--- src/rtl/ram_access_scheduler.sv ---
// Round-robin scheduler sharing one RAM between host word port, matrix loader and vector loader.
// Define RAM_SCHED_BOUNDS_CHECK_EN to also reject accesses that run past MEM_DEPTH at grant.
//   state | meaning
//   IDLE  | arbitrate from pointer; latch winner fields
//   ISSUE | single RAM command pulse
//   WAIT  | down-count RAM latency
//   DONE  | done (+err if rejected) to winner; advance pointer
module ram_access_scheduler #(
  parameter int ADDR_W      = 20,
  parameter int DATA_W      = 16,
  parameter int DIM_W       = 6,
  parameter int MAX_DIM     = 32,
  parameter int RAM_LATENCY = 2,
  parameter int MEM_DEPTH   = 1048576
) (
  input  logic              clk,
  input  logic              rst_n,
  input  logic              host_req,
  input  logic              host_we,
  input  logic [ADDR_W-1:0] host_addr,
  input  logic [DATA_W-1:0] host_wdata,
  output logic [DATA_W-1:0] host_rdata,
  output logic              host_done,
  input  logic              mat_req,
  input  logic [ADDR_W-1:0] mat_addr,
  input  logic [DIM_W-1:0]  mat_m,
  input  logic [DIM_W-1:0]  mat_n,
  output logic              mat_done,
  input  logic              vec_req,
  input  logic [ADDR_W-1:0] vec_addr,
  input  logic [DIM_W-1:0]  vec_len,
  output logic              vec_done,
  output logic              err,
  output logic              busy,
  output logic              ram_write_block,
  output logic              ram_read_block,
  output logic              ram_read_matrix,
  output logic              ram_read_vector,
  output logic [ADDR_W-1:0] ram_address_block,
  output logic [ADDR_W-1:0] ram_address_matrix,
  output logic [ADDR_W-1:0] ram_address_vector,
  output logic [DIM_W-1:0]  ram_matrix_M,
  output logic [DIM_W-1:0]  ram_matrix_N,
  output logic [DIM_W-1:0]  ram_vector_L,
  output logic [DATA_W-1:0] ram_data_in,
  input  logic [DATA_W-1:0] ram_data_out
);

  localparam int CNT_W = 4;
  localparam logic [1:0] SRC_HOST = 2'd0;
  localparam logic [1:0] SRC_MAT  = 2'd1;
  localparam logic [1:0] SRC_VEC  = 2'd2;

`ifdef RAM_SCHED_BOUNDS_CHECK_EN
  localparam logic BOUNDS_EN = 1'b1;
`else
  localparam logic BOUNDS_EN = 1'b0;
`endif

  typedef enum logic [1:0] {S_IDLE, S_ISSUE, S_WAIT, S_DONE} state_t;

  state_t            state_q, state_d;
  logic [CNT_W-1:0]  cnt_q, cnt_d;
  logic [1:0]        ptr_q, win_q, gnt_src;
  logic              rej_q, we_q;
  logic              any_req, gnt_reject;
  logic [ADDR_W-1:0] addr_blk_q, addr_mat_q, addr_vec_q;
  logic [DIM_W-1:0]  dim_m_q, dim_n_q, dim_l_q;
  logic [DATA_W-1:0] wdata_q, rdata_q;
  logic              oob_host, oob_mat, oob_vec;
  logic              bad_m, bad_n, bad_l;
  logic              in_issue, in_done, host_rd_fin;

  function automatic logic dim_bad(input logic [DIM_W-1:0] d);
    return (d == '0) || (32'(d) > 32'(MAX_DIM));
  endfunction

  // Sums are one bit wider than the address so they cannot wrap.
  localparam logic [ADDR_W:0] DEPTH = (ADDR_W+1)'(MEM_DEPTH);
  logic [2*DIM_W-1:0] mat_area;

  assign mat_area = (2*DIM_W)'(mat_m) * (2*DIM_W)'(mat_n);
  assign oob_host = BOUNDS_EN && ({1'b0, host_addr} >= DEPTH);
  assign oob_mat  = BOUNDS_EN && (({1'b0, mat_addr} + (ADDR_W+1)'(mat_area)) > DEPTH);
  assign oob_vec  = BOUNDS_EN && (({1'b0, vec_addr} + (ADDR_W+1)'(vec_len)) > DEPTH);

  assign bad_m   = dim_bad(mat_m);
  assign bad_n   = dim_bad(mat_n);
  assign bad_l   = dim_bad(vec_len);
  assign any_req = host_req | mat_req | vec_req;

  always_comb begin
    gnt_src    = SRC_HOST;
    gnt_reject = 1'b0;
    case (ptr_q)
      SRC_MAT: begin
        if (mat_req)      gnt_src = SRC_MAT;
        else if (vec_req) gnt_src = SRC_VEC;
        else              gnt_src = SRC_HOST;
      end
      SRC_VEC: begin
        if (vec_req)       gnt_src = SRC_VEC;
        else if (host_req) gnt_src = SRC_HOST;
        else               gnt_src = SRC_MAT;
      end
      default: begin
        if (host_req)     gnt_src = SRC_HOST;
        else if (mat_req) gnt_src = SRC_MAT;
        else              gnt_src = SRC_VEC;
      end
    endcase
    case (gnt_src)
      SRC_MAT: gnt_reject = bad_m | bad_n | oob_mat;
      SRC_VEC: gnt_reject = bad_l | oob_vec;
      default: gnt_reject = oob_host;
    endcase
  end

  always_comb begin
    state_d = state_q;
    cnt_d   = cnt_q;
    case (state_q)
      S_IDLE: begin
        if (any_req) state_d = gnt_reject ? S_DONE : S_ISSUE;
      end
      S_ISSUE: begin
        state_d = S_WAIT;
        cnt_d   = CNT_W'(RAM_LATENCY - 1);
      end
      S_WAIT: begin
        if (cnt_q == '0) state_d = S_DONE;
        else             cnt_d   = cnt_q - 1'b1;
      end
      default: state_d = S_IDLE;
    endcase
  end

  always_ff @(posedge clk or negedge rst_n) begin
    if (!rst_n) begin
      state_q    <= S_IDLE;
      cnt_q      <= '0;
      ptr_q      <= SRC_HOST;
      win_q      <= SRC_HOST;
      rej_q      <= 1'b0;
      we_q       <= 1'b0;
      addr_blk_q <= '0;
      addr_mat_q <= '0;
      addr_vec_q <= '0;
      dim_m_q    <= '0;
      dim_n_q    <= '0;
      dim_l_q    <= '0;
      wdata_q    <= '0;
      rdata_q    <= '0;
    end else begin
      state_q <= state_d;
      cnt_q   <= cnt_d;
      if (state_q == S_IDLE && any_req) begin
        win_q <= gnt_src;
        rej_q <= gnt_reject;
        case (gnt_src)
          SRC_MAT: begin
            addr_mat_q <= mat_addr;
            dim_m_q    <= mat_m;
            dim_n_q    <= mat_n;
          end
          SRC_VEC: begin
            addr_vec_q <= vec_addr;
            dim_l_q    <= vec_len;
          end
          default: begin
            addr_blk_q <= host_addr;
            wdata_q    <= host_wdata;
            we_q       <= host_we;
          end
        endcase
      end
      if (in_done) begin
        case (win_q)
          SRC_HOST: ptr_q <= SRC_MAT;
          SRC_MAT:  ptr_q <= SRC_VEC;
          default:  ptr_q <= SRC_HOST;
        endcase
      end
      if (host_rd_fin) rdata_q <= ram_data_out;
    end
  end

  assign in_issue = (state_q == S_ISSUE);
  assign in_done  = (state_q == S_DONE);
  assign busy     = (state_q != S_IDLE);

  assign ram_write_block = in_issue && (win_q == SRC_HOST) && we_q;
  assign ram_read_block  = in_issue && (win_q == SRC_HOST) && !we_q;
  assign ram_read_matrix = in_issue && (win_q == SRC_MAT);
  assign ram_read_vector = in_issue && (win_q == SRC_VEC);

  assign host_done = in_done && (win_q == SRC_HOST);
  assign mat_done  = in_done && (win_q == SRC_MAT);
  assign vec_done  = in_done && (win_q == SRC_VEC);
  assign err       = in_done && rej_q;

  // Read data is passed straight through with host_done, then held in rdata_q.
  assign host_rd_fin = host_done && !we_q && !rej_q;
  assign host_rdata  = host_rd_fin ? ram_data_out : rdata_q;

  assign ram_address_block  = addr_blk_q;
  assign ram_address_matrix = addr_mat_q;
  assign ram_address_vector = addr_vec_q;
  assign ram_matrix_M       = dim_m_q;
  assign ram_matrix_N       = dim_n_q;
  assign ram_vector_L       = dim_l_q;
  assign ram_data_in        = wdata_q;

endmodule

--- config.mk ---
export PLATFORM = sky130hd
export DESIGN_NAME = ram_access_scheduler
export DESIGN_NICKNAME = d
export VERILOG_FILES = /design/src/rtl/ram_access_scheduler.sv
export SDC_FILE = /design/constraint.sdc
export NUM_CORES = 1
export LEC_CHECK = 0
export CORE_MARGIN = 10
export CORE_UTILIZATION = 46
export DETAILED_ROUTE_END_ITERATION = 6
export DONT_BUFFER_PORTS = 1
export GPL_TIMING_DRIVEN = 0
export PLACE_DENSITY = 0.75
export SYNTH_ARGS = -nofsm -noshare
export SYNTH_HDL_FRONTEND = slang
export SYNTH_SLANG_ARGS = --single-unit
--- constraint.sdc ---
create_clock -name clk -period 2.4 [get_ports clk]
set_clock_uncertainty 0.15 [all_clocks]
set_input_delay 0.24 -clock clk [delete_from_list [all_inputs] [get_ports clk]]
set_output_delay 0.24 -clock clk [all_outputs]
set_load 0.05 [all_outputs]
==> impl_metrics.csv, run 1 <==
group,metric,value,unit
floorplan,ios,235,
status,tool.error,"[ERROR RSZ-0060] Max buffer count reached.",
cts,cts_buffer_depth,2,
logic_synthesis,synth.most_common_cell,"dfrtp_1",
logic_synthesis,synth_top_area_frac,0.615,
cts,holdBufCountCts,104,
floorplan,initial_utilization,0.477,
cts,cts_resized,84,
logic_synthesis,syn-num-nets,453,
logic_synthesis,syn_area,0.00496,sq mm
logic_synthesis,synth.area.top_cells,"dfrtp_1, mux2_2, mux2_4, ha_1, inv_1",
logic_synthesis,synth_edf_count,0,
cts,cts_num_sinks,122,
logic_synthesis,synthesis.instances,328,
status,lastStage,"clock tree synthesis (4_1_cts)",
placement,postPlaceCellArea,0.00516,sq mm
placement,post-place-ws,-323,ps
logic_synthesis,yosysUniqueCellTypes,37,
cts,cts_made_buffers,17,
status,outcome,"did not finish",
cts,cts_setup_buffers,17,
placement,hpwl,9.87,mm
floorplan,die_h,124,microns
logic_synthesis,avgSynthCellArea,15.1,sq um
logic_synthesis,ys.flop_type,"dfrtp_1",
cts,htreeDepth,4,
floorplan,num_rows,37,
placement,numPortBuffers,0,
cts,cts-root-buf,"clkbuf_8",
logic_synthesis,synth_warnings,0,
logic_synthesis,synth.largest_area_cell,"dfrtp_1",
floorplan,die_w,124,microns
logic_synthesis,yosys_register_bits,122,
logic_synthesis,synth_commonest_cells,"dfrtp_1, mux2_2, inv_1, mux2_4",
placement,gp_congestion,0.751,
logic_synthesis,postSynth.asyncResetShare,1.00,
logic_synthesis,yosysSeqAreaShare,0.615,
[cell families after synthesis]
group,after synthesis,share of synthesized area
mux,111,0.259
simple gates,39,0.0466
xor+xnor,2,0.00353
fa+ha+maj,9,0.0227
compound gates,21,0.0280
flops,122,0.615
buf+inv,24,0.0249
[metrics by stage]
stage | instances | TNS (ps)
after floorplan | 328 | -8.14
after global placement | 464 | -14470
after detailed placement | 464 | -22160
==> run 2: changes to the inputs <==
Settings changed: CORE_UTILIZATION 46 to 31, PLACE_DENSITY 0.75 to unset, PLACE_DENSITY_LB_ADDON set to 0.15.
Clock period 2.4 ns to 3.1 ns, I/O delays scaled along.
==> impl_metrics.csv, run 2 <==
group,metric,value,unit
worst_setup_path,critPathMaxStageDelay,440,ps
logic_synthesis,synth_commonest_cells,"dfrtp_1, mux2_2, inv_1, mux2_4",
drt,drt_first_pass_iters,4,
logic_synthesis,synth_warnings,0,
timing,fin_crit,2950,ps
timing,fin_crit_sh,0.951,
global_routing,grt_antenna_before_repair,0,
cells_and_area,nNetsFinal,567,
logic_synthesis,synth_top_area_frac,0.615,
cts,cts_setup_buffers,0,
cells_and_area,layout-drive-gt1-share,0.343,
status,violations,"negative hold slack",
cts,cts_num_sinks,122,
cts,htreeDepth,4,
drt,drt-initial-drc-count,135,
floorplan,die_w,147,microns
cts,cts_tree,"done",
drt,final_antenna_net_count,0,
drt,route.met3.wl,1.36,mm
worst_setup_path,cp.arrival,2490,ps
floorplan,initial_utilization,0.315,
cells_and_area,layout_common_cells,"dfrtp_1, mux2_2, dlygate4sd3_1, clkbuf_16, inv_1",
worst_setup_path,slowest_stage,"dfrtp_1",
logic_synthesis,avgSynthCellArea,15.1,sq um
drt,wl_met1,4.93,mm
floorplan,ios,235,
placement,numPortBuffers,0,
drt,avgViaCountPerCell,4.61,
placement,hpwl,9.81,mm
logic_synthesis,synth.most_common_cell,"dfrtp_1",
cells_and_area,nFillCells,1452,
global_routing,grtUsageTotal,0.131,
cts,holdBufCountCts,95,
logic_synthesis,synth_edf_count,0,
worst_setup_path,cp_data_required_time,2640,ps
cells_and_area,antenna_cells,0,
timing,tightest_slew,1300,ps
drt,wl_per_cell,20.4,microns
timing,setup_viol,0,
logic_synthesis,synthesis.instances,328,
global_routing,grt_overflow,0,
min_path,worst_hold_path_type,"primary input to asynchronous set/reset pin",
worst_setup_path,crit_type,"flop to output port",
timing,setup_tns,0,ps
timing,rsz0062_at_grt,"false",
logic_synthesis,syn_area,0.00496,sq mm
cells_and_area,area_delta_synth_final,37.2,%
logic_synthesis,ys.flop_type,"dfrtp_1",
logic_synthesis,yosysUniqueCellTypes,37,
floorplan,fp.coreArea,0.0158,sq mm
floorplan,num_rows,46,
drt,drt_wl_total,13.7,mm
drt,top_layer_used,"met4",
timing,whs,-552,ps
logic_synthesis,postSynth.asyncResetShare,1.00,
timing,finalHoldViolCount,122,
drt,route.met2.wl,7.16,mm
placement,gp_congestion,0.723,
logic_synthesis,syn-num-nets,453,
global_routing,grt_start_max_net_pins,123,
worst_setup_path,cp-end-kind,"output port",
cts,cts_made_buffers,17,
global_routing,grt_pass1_wl,21.7,mm
cts,cts-root-buf,"clkbuf_16",
status,outcome,"finished with violations",
timing,fmax,339,MHz
worst_setup_path,crit_family,"simple AND/OR/NAND/NOR gates",
timing,maxSlewViolCount,0,
floorplan,die_h,147,microns
worst_setup_path,cp_max_fo,10,
run,cap_violations,0,
drt,vias,3095,
timing,slew_headroom,0.119,
worst_setup_path,crit_path_start_kind,"flop",
worst_setup_path,worstPathCellList,"ha_4 -> or3b_1 -> or3_1 -> buf_6 -> buf_12 -> mux2_4",
cts,cts_buffer_depth,2,
drt,drc,0,
logic_synthesis,synth.area.top_cells,"dfrtp_1, mux2_2, mux2_4, ha_1, inv_1",
global_routing,grt_pass1_vias,3671,
cts,clk_pin_slew,60,ps
floorplan,die_area,0.0215,sq mm
cts,clkLatencyLatePin,410,ps
cells_and_area,mostFrequentLayoutCell,"dfrtp_1",
logic_synthesis,yosys_register_bits,122,
worst_setup_path,cp_num_buf_inv,2,
logic_synthesis,synth.largest_area_cell,"dfrtp_1",
logic_synthesis,yosysSeqAreaShare,0.615,
[run 2: per-layer routing]
layer | vias up | track usage
met3 | 13 | 0.0739
met5 | - | 0
li1 | 1392 | -
met1 | 1554 | 0.131
met4 | 0 | 0.0485
met2 | 136 | 0.222
[run 2: path summary, 6_finish.rpt]
path	slack [ps]	from	to	cells past startpoint
setup / recovery	150	state_q[0]	host_rdata[9]	6
setup reg to reg	210	ptr_q[0]	ram_address_block[18]	10
min in group clk	40	ram_data_out[11]	rdata_q[11]	1
hold / removal	-550	rst_n	ptr_q[0]	0
hold reg to reg	370	cnt_q[2]	cnt_q[2]	1
max in group asynchronous	3190	rst_n	ram_address_block[2]	0
[run 2: stage by stage]
stage | util | setup slack (ps) | hold slack [ps] | instances | cell area, sq um
CTS | 0.431 | 43.9 | -578 | 671 | 6800
finish | 0.432 | 151 | -552 | 671 | 6810
global route | 0.432 | 8.74 | -588 | 671 | 6810
floorplan | - | 339 | -136 | 328 | 4960
detailed placement | 0.333 | 145 | -129 | 544 | 5250
global placement | 0.332 | 107 | -129 | 544 | 5240
[run 2: logic make-up (layout without fill, tap and decap cells)]
kind of cell | count (synthesis) | after routing | share of synthesized area
XOR/XNOR | 2 | 2 | 0.00353
adder cells (fa/ha/maj) | 9 | 9 | 0.0227
AND/OR/NAND/NOR | 39 | 39 | 0.0466
buffers and inverters | 24 | 151 | 0.0249
AO/OA/AOI/OAI | 21 | 21 | 0.0280
flip-flops | 122 | 122 | 0.615
multiplexers | 111 | 111 | 0.259
[run 2: area by class of cell]
| cell class | instances | area, sq um | area share |
|---|---|---|---|
| clock inverters | 14 | 159 | 0.0233 |
| multi-input cells | 182 | 1810 | 0.266 |
| repair buffers | 95 | 951 | 0.140 |
| well taps | 216 | 270 | 0.0397 |
| flip-flops and latches | 122 | 3050 | 0.448 |
| clock buffers | 18 | 439 | 0.0645 |
| plain buffers | 11 | 80.1 | 0.0118 |
| inverters | 13 | 48.8 | 0.00716 |
[run 2: what timing repair did]
action	4_1_cts	5_1_grt
resized for setup	0	4
setup endpoints to repair	0	19
hold endpoints to repair	217	122
Power of run 2 is not shown: default switching activity piles up to over one toggle a cycle in this logic, so the estimate is an artifact.
==> run 3: changes to the inputs <==
Settings changed: DONT_BUFFER_PORTS 1 to unset.
==> impl_metrics.csv, run 3 (synthesis gave the netlist of run 2 again) <==
group,metric,value,unit
timing,maxSlewViolCount,0,
timing,fmax,335,MHz
min_path,worst_hold_path_type,"primary input to asynchronous set/reset pin",
floorplan,num_rows,46,
run,cap_violations,0,
drt,drt_wl_total,15.0,mm
floorplan,fp.coreArea,0.0158,sq mm
worst_setup_path,cp-end-kind,"output port",
floorplan,die_h,147,microns
cts,clk_pin_slew,50,ps
timing,tightest_slew,586,ps
cts,htreeDepth,4,
cells_and_area,utilization,0.521,
worst_setup_path,cp_data_required_time,2640,ps
worst_setup_path,rr_worst_depth,11,
worst_setup_path,crit_path_start_kind,"flop",
drt,drt_first_pass_iters,4,
cells_and_area,layout-drive-gt1-share,0.290,
timing,setup_tns,0,ps
timing,rsz0062_at_grt,"false",
cts,cts-root-buf,"clkbuf_16",
worst_setup_path,cp.arrival,2520,ps
floorplan,ios,235,
drt,wl_per_cell,18.5,microns
drt,avgViaCountPerCell,4.41,
power,irDropWorstVdd,746,uV
placement,gp_congestion,0.758,
global_routing,grtUsageTotal,0.143,
placement,numPortBuffers,234,
drt,vias,3587,
cts,cts_num_sinks,122,
power,pwr_density_cell,1370,mW/mm^2
cells_and_area,nFillCells,1399,
global_routing,grt_pass1_wl,23.8,mm
global_routing,grt_antenna_before_repair,0,
global_routing,grt_pass1_vias,4068,
worst_setup_path,timing.rr.start,"ptr_q[0]",
worst_setup_path,ff2ff_setup_slack,250,ps
timing,fin_crit,2980,ps
drt,final_antenna_net_count,0,
timing,finalHoldViolCount,0,
cells_and_area,layout_common_cells,"clkdlybuf4s50_1, dfrtp_1, mux2_2, clkbuf_16, inv_1",
cts,cts_tree,"done",
global_routing,grt_overflow,0,
timing,fin_crit_sh,0.962,
cts,clkLatencyLatePin,410,ps
power,leakagePower,3.54,nW
drt,drt-initial-drc-count,102,
worst_setup_path,cp_max_fo,10,
placement,hpwl,11.7,mm
drt,drc,0,
cts,cts_made_buffers,17,
floorplan,die_area,0.0215,sq mm
cells_and_area,mostFrequentLayoutCell,"clkdlybuf4s50_1",
global_routing,grt_start_max_net_pins,100,
worst_setup_path,crit_type,"flop to output port",
cells_and_area,area_delta_synth_final,65.6,%
floorplan,die_w,147,microns
worst_setup_path,reg2reg_to,"ram_address_block[9]",
timing,setup_viol,0,
power,finalPower,11.3,mW
timing,slew_headroom,0.605,
status,outcome,"complete, no violations",
cells_and_area,antenna_cells,0,
cells_and_area,nNetsFinal,710,
floorplan,initial_utilization,0.315,
cts,cts_buffer_depth,2,
==> run 3: cell types whose count changed in the layout (fill, tap and decap cells not counted), moves of 2 or more <==
cell / delta
clkdlybuf4s50_1: +217
dlygate4sd3_1: -94
buf_4: +8
clkdlybuf4s15_2: +6
inv_6: -6
buf_2: +4
clkinv_2: +4
clkinvlp_4: -4
clkbuf_1: +2
clkbuf_8: +2
==> run 3: per-layer routing <==
metal	up-vias	global-route usage	wire length (microns)
li1	1669	-	-
met1	1777	0.150	5720
met2	132	0.241	7800
met3	9	0.0776	1410
met4	0	0.0450	117
met5	-	0	0
==> run 3: cell type report <==
cell class / instances / area, sq um / area share
well taps: 216 / 270 / 0.0329
clock buffers: 23 / 478 / 0.0581
plain buffers: 11 / 78.8 / 0.00959
clock inverters: 8 / 118 / 0.0143
repair buffers: 238 / 2370 / 0.288
flip-flops and latches: 122 / 3050 / 0.371
inverters: 13 / 48.8 / 0.00594
multi-input cells: 182 / 1800 / 0.219
==> run 3: worst max path at each step <==
stage,start,end,depth (start not counted)
detailed placement,state_q[0],host_rdata[5],7
global route,state_q[0],host_rdata[9],7
floorplan,state_q[1],ram_read_block,3
finish,state_q[0],host_rdata[9],7
CTS,state_q[0],host_rdata[9],7
global placement,rst_n,ram_address_block[1],1
==> run 3: where the power goes <==
part / leakage, nW / total, mW / switching (mW) / internal [mW]
Sequential: 1.46 / 2.80 / 0.396 / 2.41
Clock: 0.293 / 2.00 / 0.679 / 1.32
Combinational: 1.79 / 6.45 / 4.02 / 2.43
==> run 3: what timing repair did <==
item,CTS,global route
setup endpoints to repair,16,29
hold buffers,1,0
hold endpoints to repair,23,0
gates resized for setup,70,19
setup buffers,0,2
==> run 3: through the flow <==
step	area (sq um)	cells	setup WS, ps	hold WS [ps]
2_1_floorplan	4960	328	339	-136
3_3_place_gp	7580	778	-3330	325
3_5_place_dp	7610	779	-104	40.3
4_1_cts	8180	811	23.0	172
5_1_grt	8220	813	3.88	184
6_report	8220	813	118	176
==> run 3: critical path: stages (launching register included) <==
cell	delay [ps]
dfrtp_2	400
ha_4	170
or3b_4	390
or3_1	330
buf_6	150
buf_12	150
mux2_4	300
buf_2	220
No activity file was read; power rests on OpenSTA's default activity.
